--- src/rtl/id_ex_stage.sv ---
// ID/EX pipeline register with load-use hazard detection.
// Inserts one bubble per load-use pair and counts bubbles (saturating).
module id_ex_stage #(
   parameter int XLEN    = 32,
   parameter int RADDR_W = 5,
   parameter int CNT_W   = 16
) (
   input  logic               clk,
   input  logic               rst,
   input  logic [10:0]        id_ctrl,
   input  logic [XLEN-1:0]    id_pc,
   input  logic [XLEN-1:0]    id_rs1_data,
   input  logic [XLEN-1:0]    id_rs2_data,
   input  logic [XLEN-1:0]    id_imm,
   input  logic [RADDR_W-1:0] id_rs1,
   input  logic [RADDR_W-1:0] id_rs2,
   input  logic [RADDR_W-1:0] id_rd,
   input  logic [3:0]         id_funct,
   input  logic               id_use_rs1,
   input  logic               id_use_rs2,
   input  logic               flush,
   input  logic               hold,
   output logic [10:0]        ex_ctrl,
   output logic [XLEN-1:0]    ex_pc,
   output logic [XLEN-1:0]    ex_rs1_data,
   output logic [XLEN-1:0]    ex_rs2_data,
   output logic [XLEN-1:0]    ex_imm,
   output logic [RADDR_W-1:0] ex_rs1,
   output logic [RADDR_W-1:0] ex_rs2,
   output logic [RADDR_W-1:0] ex_rd,
   output logic [3:0]         ex_funct,
   output logic               ex_valid,
   output logic               clearcontrol,
   output logic               pc_write,
   output logic               ifid_write,
   output logic [CNT_W-1:0]   bubble_cnt
);

   // memread sits at bit 7 of the control bundle
   localparam int MEMREAD = 7;

   logic load_use;
   logic stall;
   logic bubble;
   logic rs1_hit;
   logic rs2_hit;

   always_comb begin
      rs1_hit  = id_use_rs1 && (id_rs1 == ex_rd);
      rs2_hit  = id_use_rs2 && (id_rs2 == ex_rd);
      load_use = ex_valid && ex_ctrl[MEMREAD] &&
                 (ex_rd != '0) && (rs1_hit || rs2_hit);
      stall        = load_use && !flush;
      clearcontrol = stall;
      pc_write     = !stall && !hold;
      ifid_write   = !stall && !hold;
      bubble       = flush || (!hold && load_use);
   end

   always_ff @(posedge clk) begin
      if (rst) begin
         ex_ctrl     <= '0;
         ex_pc       <= '0;
         ex_rs1_data <= '0;
         ex_rs2_data <= '0;
         ex_imm      <= '0;
         ex_rs1      <= '0;
         ex_rs2      <= '0;
         ex_rd       <= '0;
         ex_funct    <= '0;
         ex_valid    <= 1'b0;
         bubble_cnt  <= '0;
      end else begin
         if (bubble && (bubble_cnt != '1))
            bubble_cnt <= bubble_cnt + CNT_W'(1);
         if (flush) begin
            ex_ctrl     <= '0;
            ex_pc       <= '0;
            ex_rs1_data <= '0;
            ex_rs2_data <= '0;
            ex_imm      <= '0;
            ex_rs1      <= '0;
            ex_rs2      <= '0;
            ex_rd       <= '0;
            ex_funct    <= '0;
            ex_valid    <= 1'b0;
         end else if (!hold) begin
            // a load-use bubble still captures the data fields
            ex_ctrl     <= load_use ? 11'd0 : id_ctrl;
            ex_valid    <= !load_use;
            ex_pc       <= id_pc;
            ex_rs1_data <= id_rs1_data;
            ex_rs2_data <= id_rs2_data;
            ex_imm      <= id_imm;
            ex_rs1      <= id_rs1;
            ex_rs2      <= id_rs2;
            ex_rd       <= id_rd;
            ex_funct    <= id_funct;
         end
      end
   end

endmodule

--- config.mk ---
export PLATFORM = sky130hd
export DESIGN_NAME = id_ex_stage
export DESIGN_NICKNAME = d
export VERILOG_FILES = /design/src/rtl/id_ex_stage.sv
export SDC_FILE = /design/constraint.sdc
export NUM_CORES = 1
export LEC_CHECK = 0
export ABC_AREA = 1
export ABC_CLOCK_PERIOD_IN_PS = 2090
export CORE_MARGIN = 10
export CORE_UTILIZATION = 40
export DETAILED_ROUTE_END_ITERATION = 8
export PLACE_DENSITY = 0.86
export SYNTH_ARGS = -nofsm -noshare
export SYNTH_HDL_FRONTEND = slang
export SYNTH_SLANG_ARGS = --single-unit
--- constraint.sdc ---
create_clock -name clk -period 2.09 [get_ports clk]
set_clock_uncertainty 0.2 [all_clocks]
set_input_delay 0.5225 -clock clk [delete_from_list [all_inputs] [get_ports clk]]
set_output_delay 0.5225 -clock clk [all_outputs]
set_load 0.05 [all_outputs]
Word level (Yosys, flattened, before mapping):

Index checks and enable logic that the tools add are counted.

* word-level logic and storage cells: 33
* input bits: 164
* register bits: 175

* add/sub/neg operators: 1
* mux-type cells: 1
* equal/unequal tests: 3
* reductions and logical operators: 17

Operator list (count)
* $add A16 B1 Y16 const B: 1
* $ne A16 B16 Y1 const B: 1
* $mux W11: 1
* $eq A5 B5 Y1: 2
* $logic_and A1 B1 Y1: 9
* $reduce_bool A5 Y1: 1
* $logic_not A1 Y1: 4
* $logic_or A1 B1 Y1: 2
* $reduce_or A2 Y1: 1

Depth between registers and ports, before layout:

Gate-level depths: netlist of run 1.

* depth in word-level cells: 7
* gate-level depth with buffers: 12

Least setup slack after synthesis of run 1:

Ideal clock, no wire load.

* kind: flip-flop to output port
* start: register ex_rd[3]
* end: output clearcontrol
* buffers on the path: 0
* required time: 1367 ps
* setup slack: -522 ps
* data arrival time: 1889 ps
* cell stages (with the launch flop): 9
* path through: dfxtp_1 > inv_1 > nand2_1 > nand2_1 > nor2_1 > nand3_1 > nand2_1 > nand2_1 > nor2_1

* longest elaborated chain between the ends: 5
* elaborated cells on any way between the ends: 9
* those cells by class: eq/ne (2); reduce/logical (7)

Ends and longest elaborated chain
* start, declared: RTL line 30 `output logic [RADDR_W-1:0] ex_rd,`
* start signal, assigned: RTL line 97 `ex_rd <= id_rd;`
* $eq A5 B5 Y1 (on tied branches): RTL line 49, 50
* $logic_and A1 B1 Y1 (on tied branches): RTL line 49, 50
* $logic_or A1 B1 Y1: RTL line 52 `(ex_rd != '0) && (rs1_hit || rs2_hit);`
* $logic_and A1 B1 Y1 (*): RTL line 52
* $logic_and A1 B1 Y1 (*): RTL line 53 `stall = load_use && !flush;`
* end, declared: RTL line 33 `output logic clearcontrol,`

Every way passes the cells marked *; elsewhere a longest branch is shown, timed or not.

Final worst setup path of run 1:

* start: input id_rs1[3]
* end: output pc_write

* longest elaborated chain between the ends: 7

Ends and longest elaborated chain
* start, declared: RTL line 15 `input logic [RADDR_W-1:0] id_rs1,`
* $eq A5 B5 Y1: RTL line 49 `rs1_hit = id_use_rs1 && (id_rs1 == ex_rd);`
* $logic_and A1 B1 Y1: RTL line 49
* $logic_or A1 B1 Y1: RTL line 52
* $logic_and A1 B1 Y1: RTL line 52
* $logic_and A1 B1 Y1: RTL line 53
* $logic_not A1 Y1: RTL line 55 `pc_write = !stall && !hold;`
* $logic_and A1 B1 Y1: RTL line 55
* end, declared: RTL line 34 `output logic pc_write,`

Every way passes these cells.

==> summary.md, run 1 <==
| Metric | Value |
|---|---|
| Seq/Total Area, Yosys | `0.537` |
| Clk Latency, worst-skew pair | `0.42 ns` |
| Max Slew Vio Count | `0` |
| Setup crit end kind | `output port` |
| Reg clk slew, reported paths | `0.06 ns` |
| Warnings, synthesis | `0` |
| Die area | `21,800 µm²` |
| RSZ-0062 raised after global routing | `true` |
| Layout cells sized above 1 | `0.237` |
| Initial Utilization | `0.409` |
| Synth Cell Area | `6520 µm²` |
| Post-synthesis instance total | `882` |
| Die H | `148 µm` |
| Setup WS post-layout | `-0.333 ns` |
| CP arrival | `1.70 ns` |
| Failing checks | `setup timing` |
| Fmax achieved | `413 MHz` |
| Number of global-route vias before repair | `6,560` |
| Max Cap Viol | `0` |
| # setup viols final | `3` |
| Die width | `148 µm` |
| Max Buffers Root-to-Sink | `2` |
| First-pass iteration count of the detailed router | `6` |
| CP max FO | `3` |
| Routed len/inst | `16.3 µm` |
| First-pass GRT wire length | `36.3 mm` |
| Distinct cells, synth | `21` |
| CTS tree | `done` |
| Least-Margin Pin Slew | `0.386 ns` |
| Final worst-path cycle share | `1.16` |
| Syn_nets | `1,047` |
| Vias | `6,904` |
| I/O pins | `342` |
| HPWL after DPL | `17.8 mm` |
| Relative slew slack | `0.743` |
| Initial antenna violation count | `2` |
| CTS root buffer | `clkbuf_16` |
| Sw Share | `0.289` |
| Rows | `46` |
| P_sw | `2270 µW` |
| GPL Wtd Cong | `0.859` |
| Internal Dissipation | `5590 µW` |
| Comb pwr share | `0.167` |
| Period minus WS final | `2.42 ns` |
| Area grow syn2layout | `62.5%` |
| Largest net degree at the start of global routing | `84` |
| Synthesized area per cell | `7.40 µm²` |
| Routed wl met2 | `11.9 mm` |
| Vias per cell | `4.76` |
| Final hold vios | `0` |
| Pleak | `0.00463 µW` |
| Detailed-route DRC error count | `0` |
| Worst vdd ir | `0.535 mV` |
| Total track usage | `0.207` |
| Final hold slack | `0.218 ns` |
| GRT Residual Overflow | `0` |
| Synth Register Bits | `175` |
| H-tree Lvls | `4` |
| Util after Layout | `0.665` |
| # hold bufs at CTS | `0` |
| Final ANT Viol Nets | `0` |
| Clock sinks | `175` |
| Initial drt markers | `462` |
| Met3 Wirelength | `2.07 mm` |
| Clk pwr share | `0.388` |
| Type of element launching the critical path | `input port` |
| CP Class | `input port to output port` |
| Worst Hold Class | `input port to register` |
| CTS buffer count | `17` |
| Routed WL | `23.7 mm` |
| Max Used Layer | `met5` |
| Status | `finished with violations` |
| M1 WL | `9.18 mm` |
| Flop pwr share | `0.445` |
| IO Port Bufs | `341` |
| PD cells | `741 nW/µm²` |
| Post-layout net count | `1,386` |
| Core Area | `15,900 µm²` |
| CP required | `1.37 ns` |
-- placed cells by master, fill, tap and decap left out, types with 7 or more instances in the layout --
cell type	n
o21ai_0	13
nand2_2	13
dlygate4sd2_1	9
clkbuf_16	17
nand2_1	341
buf_4	198
inv_1	23
inv_8	7
nor2_1	31
dfxtp_1	168
a21oi_1	173
clkdlybuf4s50_1	150
buf_12	14
nand3_1	21
inv_2	8
-- state kept, by name, summed over array words and instances, names as in the netlist --
name,flops
ex_rs1_data,32
ex_rs2_data,32
ex_funct,4
ex_valid,1
ex_pc,32
ex_rs2,5
ex_ctrl,11
bubble_cnt,16
ex_imm,32
ex_rs1,5
ex_rd,5
-- power groups by stage --
stage | sequential (µW) | clock [µW] | combinational (µW)
after global placement | 3560 | 0 | 1300
after detailed placement | 3570 | 0 | 1310
final | 3490 | 3050 | 1310
after global routing | 3510 | 3240 | 1400
after floorplan | 3920 | 0 | 321
after CTS | 3490 | 3100 | 1310
-- Yosys cell counts --
| cell type | instances | area (µm²) |
|---|---|---|
| nor2_2 | 2 | 12.5 |
| inv_1 | 33 | 124 |
| buf_4 | 2 | 15.0 |
| nand2_2 | 3 | 18.8 |
| nand3_2 | 2 | 20.0 |
| buf_2 | 7 | 35.0 |
| nor3_1 | 1 | 5.00 |
| nand4_1 | 6 | 37.5 |
| inv_2 | 5 | 18.8 |
| nand3_1 | 21 | 105 |
| nand3b_1 | 1 | 7.51 |
| a21oi_1 | 174 | 871 |
| nand2_1 | 351 | 1320 |
| clkbuf_1 | 41 | 154 |
| o211ai_1 | 1 | 7.51 |
| dfxtp_1 | 175 | 3500 |
| buf_6 | 4 | 45.0 |
| nor2_1 | 36 | 135 |
| buf_1 | 2 | 7.51 |
| ha_1 | 1 | 12.5 |
| o21ai_0 | 14 | 70.1 |
-- metrics by stage --
step | TNS [ns] | total power, µW | worst slack, ns | instance area [µm²] | instances
after global placement | -10.71 | 4860 | -0.740 | 9940 | 1411
after floorplan | -0.0881 | 4240 | -0.0737 | 6590 | 882
final | -0.989 | 7850 | -0.333 | 10600 | 1451
after detailed placement | -12.45 | 4880 | -0.783 | 9940 | 1411
after global routing | -1.32 | 8140 | -0.444 | 10600 | 1451
after CTS | -1.09 | 7900 | -0.368 | 10500 | 1446
-- logic make-up (layout without fill, tap and decap cells) --
logic type | Yosys count | in the layout | synth area share
buffers and inverters | 94 | 446 | 0.0612
AOI/OAI and AO/OA | 189 | 189 | 0.145
other | 0 | 1 | 0
adders and majority gates | 1 | 1 | 0.00192
and+or+nand+nor | 423 | 423 | 0.254
DFF | 175 | 175 | 0.537
-- worst paths after layout --
check                           startpoint        endpoint  slack, ns  cells past startpoint
worst max register to register    ex_rd[0]  bubble_cnt[10]       0.13                     12
worst max-delay path             id_rs1[3]        pc_write      -0.33                     10
worst min-delay path             id_rs1[2]       ex_rs1[2]       0.22                      3
worst min register to register   ex_pc[13]       ex_pc[13]       0.26                      2
-- worst max-delay path, stage by stage --
cell and delay, ns:
dlygate4sd2_1 0.29, nand2_1 0.09, nand2_1 0.06, nor2_2 0.09, nand3_1 0.08, nand2_2 0.11, nand2_2 0.08, o21ai_2 0.13
inv_2 0.08, buf_12 0.15
-- repair_timing --
item	in CTS	in global routing
gates resized for setup	20	17
setup buffers	3	3
pin swaps	10	8
setup endpoints to repair	3	9
gates cloned	0	1
-- area by class of cell --
cell class,instances,area (µm²)
Clock inverter,13,124
Tap cell,216,270
Multi-Input combinational cell,613,2680
Antenna cell,1,2.50
Sequential cell,175,3520
Timing Repair Buffer,376,3380
Fill cell,1281,5340
Clock buffer,19,443
Inverter,38,175
-- metal layers --
metal  global-route usage  up-vias
met5                    0        -
met4               0.0728        2
met3               0.0739       33
met2                0.353      233
met1                0.234     3126
li1                     -     3510
(Power assumes the default switching activity.)
==> inputs of run 2 (changes only) <==
--- a/config.mk
+++ b/config.mk
@@ -11,6 +11,7 @@
 export CORE_UTILIZATION = 40
 export DETAILED_ROUTE_END_ITERATION = 8
 export PLACE_DENSITY = 0.86
+export SKIP_CTS_REPAIR_TIMING = 1
 export SYNTH_ARGS = -nofsm -noshare
 export SYNTH_HDL_FRONTEND = slang
 export SYNTH_SLANG_ARGS = --single-unit
==> run 2 against run 1 <==
The run still ends with setup timing left. Cell area is 0.47% higher. Critical path depth unchanged. First-iteration DRC count shrank 6.5%. Wire length fell by 0.23%. Sequential cell count is the same. Die area unchanged. Register-to-register slack gained 0.07 ns. Combinational power barely moved. Cell count is essentially flat. Clock power hardly changed. Worst setup slack worse by 0.021 ns. Critical path type is now register to output port. Largest cell class unchanged. Highest routed layer unchanged.
==> summary.md, run 2 (synthesized netlist as in run 1, its figures left out) <==
| Metric | Value |
|---|---|
| Reg clk slew, reported paths | `0.07 ns (about the same)` |
| CP required | `1.37 ns (about the same)` |
| Final worst-path cycle share | `1.17 (+0.0101)` |
| CP Class | `register to output port` |
| Relative slew slack | `0.746 (+0.00300)` |
| Number of global-route vias before repair | `6,539 (-0.32%)` |
| Pleak | `0.00473 µW (+2.1%)` |
| Failing checks | `setup timing` |
| Critical path startpoint | `ex_rd[0]` |
| Clk pwr share | `0.387 (about the same)` |
| PD cells | `737 nW/µm² (-0.51%)` |
| Max Slew Vio Count | `0 (unchanged)` |
| RSZ-0062 raised after global routing | `true` |
| Crit path buf inv count | `3 (unchanged)` |
| Initial Utilization | `0.409 (unchanged)` |
| Reg area | `3520 µm² (unchanged)` |
| Largest net degree at the start of global routing | `84 (unchanged)` |
| Crit path depth | `10 (unchanged)` |
| FILL cells | `1,263 (-1.4%)` |
| CTS tree | `done` |
| Worst vdd ir | `0.532 mV (-0.57%)` |
| Power, Total | `7850 µW (about the same)` |
| Area grow syn2layout | `63.3%` |
| Clock sinks | `175 (unchanged)` |
| Routed WL | `23.6 mm (-0.23%)` |
| Vias per cell | `4.75 (-0.12%)` |
| Vias | `6,891 (-0.19%)` |
| CP top delay family | `simple AND/OR/NAND/NOR gates` |
| Period minus WS final | `2.44 ns (+0.0212 ns)` |
| Rows | `46 (unchanged)` |
| # setup viols final | `3 (unchanged)` |
| Post-layout net count | `1,384 (-0.14%)` |
| HPWL after DPL | `17.8 mm (unchanged)` |
| Met2 Usage GRT | `0.352 (-0.000451)` |
| Initial antenna violation count | `3 (+1)` |
| Hold path depth | `3 (unchanged)` |
| Reg2Reg Depth | `10 (-2)` |
| Die H | `148 µm (unchanged)` |
| CTS buffer count | `17 (unchanged)` |
| Status | `finished with violations` |
| Max Buffers Root-to-Sink | `2 (unchanged)` |
| Core Area | `15,900 µm² (unchanged)` |
| Die width | `148 µm (unchanged)` |
| Clk Latency, worst-skew pair | `0.42 ns (about the same)` |
| R2r setup slk | `0.20 ns (+0.07 ns)` |
| Commonest non-fill, non-tap cells in the layout | `nand2_1 (342), buf_4 (197), a21oi_1 (174), dfxtp_1 (168), clkdlybuf4s50_1 (150)` |
| CTS root buffer | `clkbuf_16` |
| Global route hottest layer | `met2` |
| CP max FO | `5 (+2)` |
| Fmax achieved | `409 MHz (-0.87%)` |
| Cell area after layout | `10,700 µm² (+0.47%)` |
| IO Port Bufs | `341 (unchanged)` |
| Final hold vios | `0 (unchanged)` |
| I/O pins | `342 (unchanged)` |
| Max Cap Viol | `0 (unchanged)` |
| Met3 Resource Use GR | `0.0739 (unchanged)` |
| Least-Margin Pin Slew | `0.382 ns (-0.00449 ns)` |
| Detailed-route DRC error count | `0 (unchanged)` |
| Hold Crit Start | `id_rs1[0]` |
| CP arrival | `1.72 ns (+0.02 ns)` |
| GRT Residual Overflow | `0 (unchanged)` |
| Type of element launching the critical path | `register` |
| Internal Dissipation | `5590 µW (about the same)` |
| Total track usage | `0.207 (-0.000257)` |
| Layout cells sized above 1 | `0.235 (-0.00205)` |
| Slowest stage delay, CP | `0.38 ns (+0.09 ns)` |
| DP Area | `9940 µm² (unchanged)` |
| H-tree Lvls | `4 (unchanged)` |
| Setup crit end kind | `output port` |
| Footprint of the multi-input gates | `2690 µm² (+0.33%)` |
| Reg-to-reg startpoint | `bubble_cnt[0]` |
| Worst-path cell chain | `inv_2, nand2_2, nand2_2, nor2_1, nand3_1, nand2_4, nand2_4, buf_6, nor2_4, buf_12` |
| Routed len/inst | `16.3 µm (-0.16%)` |
| Comb pwr share | `0.168 (about the same)` |
| First-pass iteration count of the detailed router | `5 (-1)` |
| Initial drt markers | `432 (-6.5%)` |
| Met1 usage | `0.234 (-0.000369)` |
| First-pass GRT wire length | `36.2 mm (-0.17%)` |
| Slowest CP cell | `dfxtp_4` |
| P_sw | `2260 µW (-0.37%)` |
| Flop pwr share | `0.445 (about the same)` |
| Worst Hold Class | `input port to register` |
| GPL Wtd Cong | `0.859 (unchanged)` |
| Final hold slack | `0.209 ns (-0.00945 ns)` |
| Setup WS post-layout | `-0.354 ns (-0.0212 ns)` |
| Sw Share | `0.288 (-0.000939)` |
| Final ANT Viol Nets | `0 (unchanged)` |
| Most common cell after layout, fill and taps aside | `nand2_1` |
| Die area | `21,800 µm² (unchanged)` |
-- run 2: cell count changes in the layout (fill, tap and decap cells not counted), moves of 2 or more --
cell,change
nand2_4,+2
inv_1,-2
nand2_2,-3
dlygate4sd2_1,-9
dlymetal6s2s_1,+12
clkbuf_2,-2
inv_2,+2
-- run 2: metal layers --
layer / vias up / routed length, µm
met2: 239 / 11800
met3: 35 / 2100
met5: - / 13
li1: 3500 / -
met1: 3115 / 9120
met4: 2 / 559
-- run 2: layout make-up --
| class | count | share of cell area |
|---|---|---|
| sequential | 175 | 0.331 |
| timing repair buffer | 374 | 0.321 |
| multi-input combinational | 613 | 0.252 |
| clock buffer | 19 | 0.0416 |
| tap | 216 | 0.0254 |
| inverter | 38 | 0.0164 |
| clock inverter | 13 | 0.0116 |
| antenna | 2 | 0.000470 |
-- run 2: final timing paths --
check,end
hold / removal,ex_rs1[0]
setup reg to reg,bubble_cnt[10]
setup / recovery,clearcontrol
hold reg to reg,ex_pc[13]
-- run 2: worst register-to-register path, cell delays in order, from the launching register on --
cell,delay (ns)
dfxtp_2,0.38
ha_1,0.22
nand2_1,0.08
nor2_2,0.09
nand2_2,0.07
nor2_2,0.14
nand3_4,0.17
nand3_1,0.15
inv_1,0.06
a21oi_1,0.16
nor2_1,0.07
-- run 2: power by group through the flow --
stage | clock network, µW | logic (µW) | registers (µW)
3_5_place_dp | 0 | 1310 | 3570
4_1_cts | 3100 | 1310 | 3490
5_1_grt | 3240 | 1400 | 3510
6_report | 3040 | 1310 | 3490
2_1_floorplan | 0 | 321 | 3920
3_3_place_gp | 0 | 1300 | 3560
-- run 2: stage by stage --
stage           util  setup TNS (ns)  cells  worst slack, ns
2_1_floorplan      -         -0.0881    882          -0.0737
3_3_place_gp   0.624          -10.71   1411           -0.740
3_5_place_dp   0.624          -12.45   1411           -0.783
4_1_cts        0.659           -2.34   1443           -0.786
5_1_grt        0.668           -1.31   1449           -0.445
6_report       0.668           -1.06   1450           -0.354
==> inputs of run 3 (changes only) <==
--- a/config.mk
+++ b/config.mk
@@ -7,8 +7,10 @@
 export LEC_CHECK = 0
 export ABC_AREA = 1
 export ABC_CLOCK_PERIOD_IN_PS = 2090
+export CELL_PAD_IN_SITES_DETAIL_PLACEMENT = 1
+export CELL_PAD_IN_SITES_GLOBAL_PLACEMENT = 1
 export CORE_MARGIN = 10
-export CORE_UTILIZATION = 40
+export CORE_UTILIZATION = 27
 export DETAILED_ROUTE_END_ITERATION = 8
 export PLACE_DENSITY = 0.86
 export SKIP_CTS_REPAIR_TIMING = 1
==> run 3 against run 2 <==
The flow still finishes with violations (setup timing). Worst setup slack got worse by 0.041 ns. Cell area increased by 1.5%. Sequential cell count unchanged. Non-clock buffer count increased by 2. Fmax decreased by 1.6%. First-iteration DRC count decreased by 13%. Combinational power about the same. Largest cell class unchanged.
==> summary.md, run 3 (synthesized netlist as in run 1, its figures left out) <==
| Metric | Value |
|---|---|
| Global route hottest layer | `met2` |
| Reg-to-reg startpoint | `ex_rd[3]` |
| Clk Latency, worst-skew pair | `0.43 ns (about the same)` |
| Worst-path cell chain | `inv_4, buf_4, nand4_1, nand3_2, inv_2, nand2_4, buf_6, nor2_4, buf_12` |
| Clock sinks | `175 (unchanged)` |
| P_sw | `2380 µW (+5.4%)` |
| Largest net degree at the start of global routing | `95 (+13%)` |
| Setup crit end kind | `output port` |
| Rows | `56 (+22%)` |
| Most common cell after layout, fill and taps aside | `nand2_1` |
| Final hold vios | `0 (unchanged)` |
| CP top delay family | `buffers and inverters` |
| CTS tree | `done` |
| Vias per cell | `4.51 (-5.2%)` |
| CP Class | `register to output port` |
| Least-Margin Pin Slew | `0.439 ns (+0.0580 ns)` |
| Cell area after layout | `10,800 µm² (+1.5%)` |
| Reg clk slew, reported paths | `0.07 ns (about the same)` |
| RSZ-0062 raised after global routing | `true` |
| Core Area | `23,600 µm² (+48%)` |
| First-pass GRT wire length | `41.7 mm (+15%)` |
| Sw Share | `0.298 (+0.0101)` |
| Hold Crit Start | `id_rs1[1]` |
| Post-layout net count | `1,386 (+0.14%)` |
| Type of element launching the critical path | `register` |
| Number of global-route vias before repair | `7,396 (+13%)` |
| Crit path buf inv count | `5 (+2)` |
| Flop pwr share | `0.438 (-0.007)` |
| PD cells | `739 nW/µm² (+0.31%)` |
| Sink of the worst hold path | `ex_rs1[1]` |
| FILL cells | `2,898 (+130%)` |
| Worst vdd ir | `0.356 mV (-33%)` |
| CP arrival | `1.76 ns (+0.04 ns)` |
| Die H | `175 µm (+19%)` |
| Hold path depth | `3 (unchanged)` |
| Fmax achieved | `402 MHz (-1.6%)` |
| Die width | `175 µm (+19%)` |
| Worst Hold Class | `input port to register` |
| Final TNS setup | `-1.15 ns (-0.0972 ns)` |
| First-pass iteration count of the detailed router | `4 (-1)` |
| Final ANT Viol Nets | `0 (unchanged)` |
| CTS root buffer | `clkbuf_16` |
| Max Cap Viol | `0 (unchanged)` |
| GPL Wtd Cong | `0.757 (-12%)` |
| RR Endpoint | `bubble_cnt[8]` |
| Slowest stage delay, CP | `0.37 ns (about the same)` |
| Met3 Resource Use GR | `0.0688 (-0.00503)` |
| Final worst-path cycle share | `1.19 (+0.0194)` |
| CP required | `1.37 ns (about the same)` |
| Total track usage | `0.170 (-0.0368)` |
| Layout cells sized above 1 | `0.240 (+0.00448)` |
| Relative slew slack | `0.707 (-0.0387)` |
| H-tree Lvls | `4 (unchanged)` |
| Initial antenna violation count | `3 (unchanged)` |
| Slowest CP cell | `dfxtp_4` |
| Detailed-route DRC error count | `0 (unchanged)` |
| Clk pwr share | `0.395 (+0.008)` |
| # setup viols final | `3 (unchanged)` |
| Met1 usage | `0.171 (-0.0627)` |
| CTS buffer count | `17 (unchanged)` |
| R2r setup slk | `0.04 ns (-0.16 ns)` |
| HPWL after DPL | `21.0 mm (+18%)` |
| Die area | `30,800 µm² (+41%)` |
| Vias | `7,011 (+1.7%)` |
| Setup WS post-layout | `-0.394 ns (-0.0405 ns)` |
| Final hold slack | `0.207 ns (-0.00152 ns)` |
| Routed len/inst | `17.7 µm (+8.6%)` |
| Reg2Reg Depth | `13 (+3)` |
| DP Area | `10,100 µm² (+1.4%)` |
| Met2 Usage GRT | `0.316 (-0.0359)` |
| Max Buffers Root-to-Sink | `2 (unchanged)` |
| Period minus WS final | `2.48 ns (+0.0405 ns)` |
| Area grow syn2layout | `65.7%` |
| CP max FO | `4 (-1)` |
| Initial Utilization | `0.276 (-0.133)` |
| Util after Layout | `0.458 (-0.210)` |
| Commonest non-fill, non-tap cells in the layout | `nand2_1 (340), buf_4 (199), a21oi_1 (172), dfxtp_1 (168), clkdlybuf4s50_1 (150)` |
| Routed WL | `27.6 mm (+17%)` |
| Pleak | `0.00475 µW (+0.44%)` |
| GRT Residual Overflow | `0 (unchanged)` |
| IO Port Bufs | `341 (unchanged)` |
| Pre-CTS WS | `-0.797 ns (-0.0141 ns)` |
| Internal Dissipation | `5610 µW (+0.35%)` |
| Failing checks | `setup timing` |
| Status | `finished with violations` |
| I/O pins | `342 (unchanged)` |
| Comb pwr share | `0.167 (about the same)` |
| Max Slew Vio Count | `0 (unchanged)` |
| Initial drt markers | `377 (-13%)` |
## run 3: cell types whose count changed in the layout (fill, tap and decap cells not counted), moves of 2 or more
cell,previous run,this run
clkinvlp_4,4,1
a21oi_2,0,2
inv_6,2,4
buf_4,197,199
nand2_2,10,13
inv_2,10,8
nand2_1,342,340
a21oi_1,174,172
## run 3: worst max path at each step
stage	start	to	cells after the start
global route	ex_rd[0]	clearcontrol	10
detailed placement	id_rs2[0]	clearcontrol	11
floorplan	id_rs1[2]	pc_write	10
global placement	id_rs2[0]	clearcontrol	11
finish	ex_rd[3]	clearcontrol	9
CTS	id_rs2[0]	clearcontrol	11
## run 3: worst reg2reg max path: cells and delay by family, from the launching register on
kind,cells,cell delay (ns)
flops,1,0.36
buf+inv,6,0.67
simple gates,7,0.76
## run 3: metal layers
layer	part of all wire	vias up
li1	-	3490
met1	0.38	3300
met2	0.53	188
met3	0.077	31
met4	0.017	2
met5	0.00062	-
## run 3: through the flow
step	total power, µW	cells
6_report	7990	1556
5_1_grt	8350	1553
4_1_cts	8100	1549
3_5_place_dp	4910	1517
3_3_place_gp	4880	1517
2_1_floorplan	4240	882
## run 3: cell type report
class	instances	area, µm²	share of cell area
Sequential cell	175	3520	0.326
Timing Repair Buffer	376	3430	0.317
Multi-Input combinational cell	613	2690	0.249
Clock buffer	18	439	0.0406
Tap cell	319	399	0.0369
Inverter	38	178	0.0164
Clock inverter	14	138	0.0127
Antenna cell	3	7.51	0.000695
## run 3: power by group through the flow
stage / Sequential [µW] / Combinational, µW / Clock [µW]
final: 3500 / 1330 / 3160
after global routing: 3510 / 1430 / 3410
after CTS: 3500 / 1340 / 3270
after detailed placement: 3570 / 1330 / 0
after global placement: 3570 / 1310 / 0
after floorplan: 3920 / 321 / 0
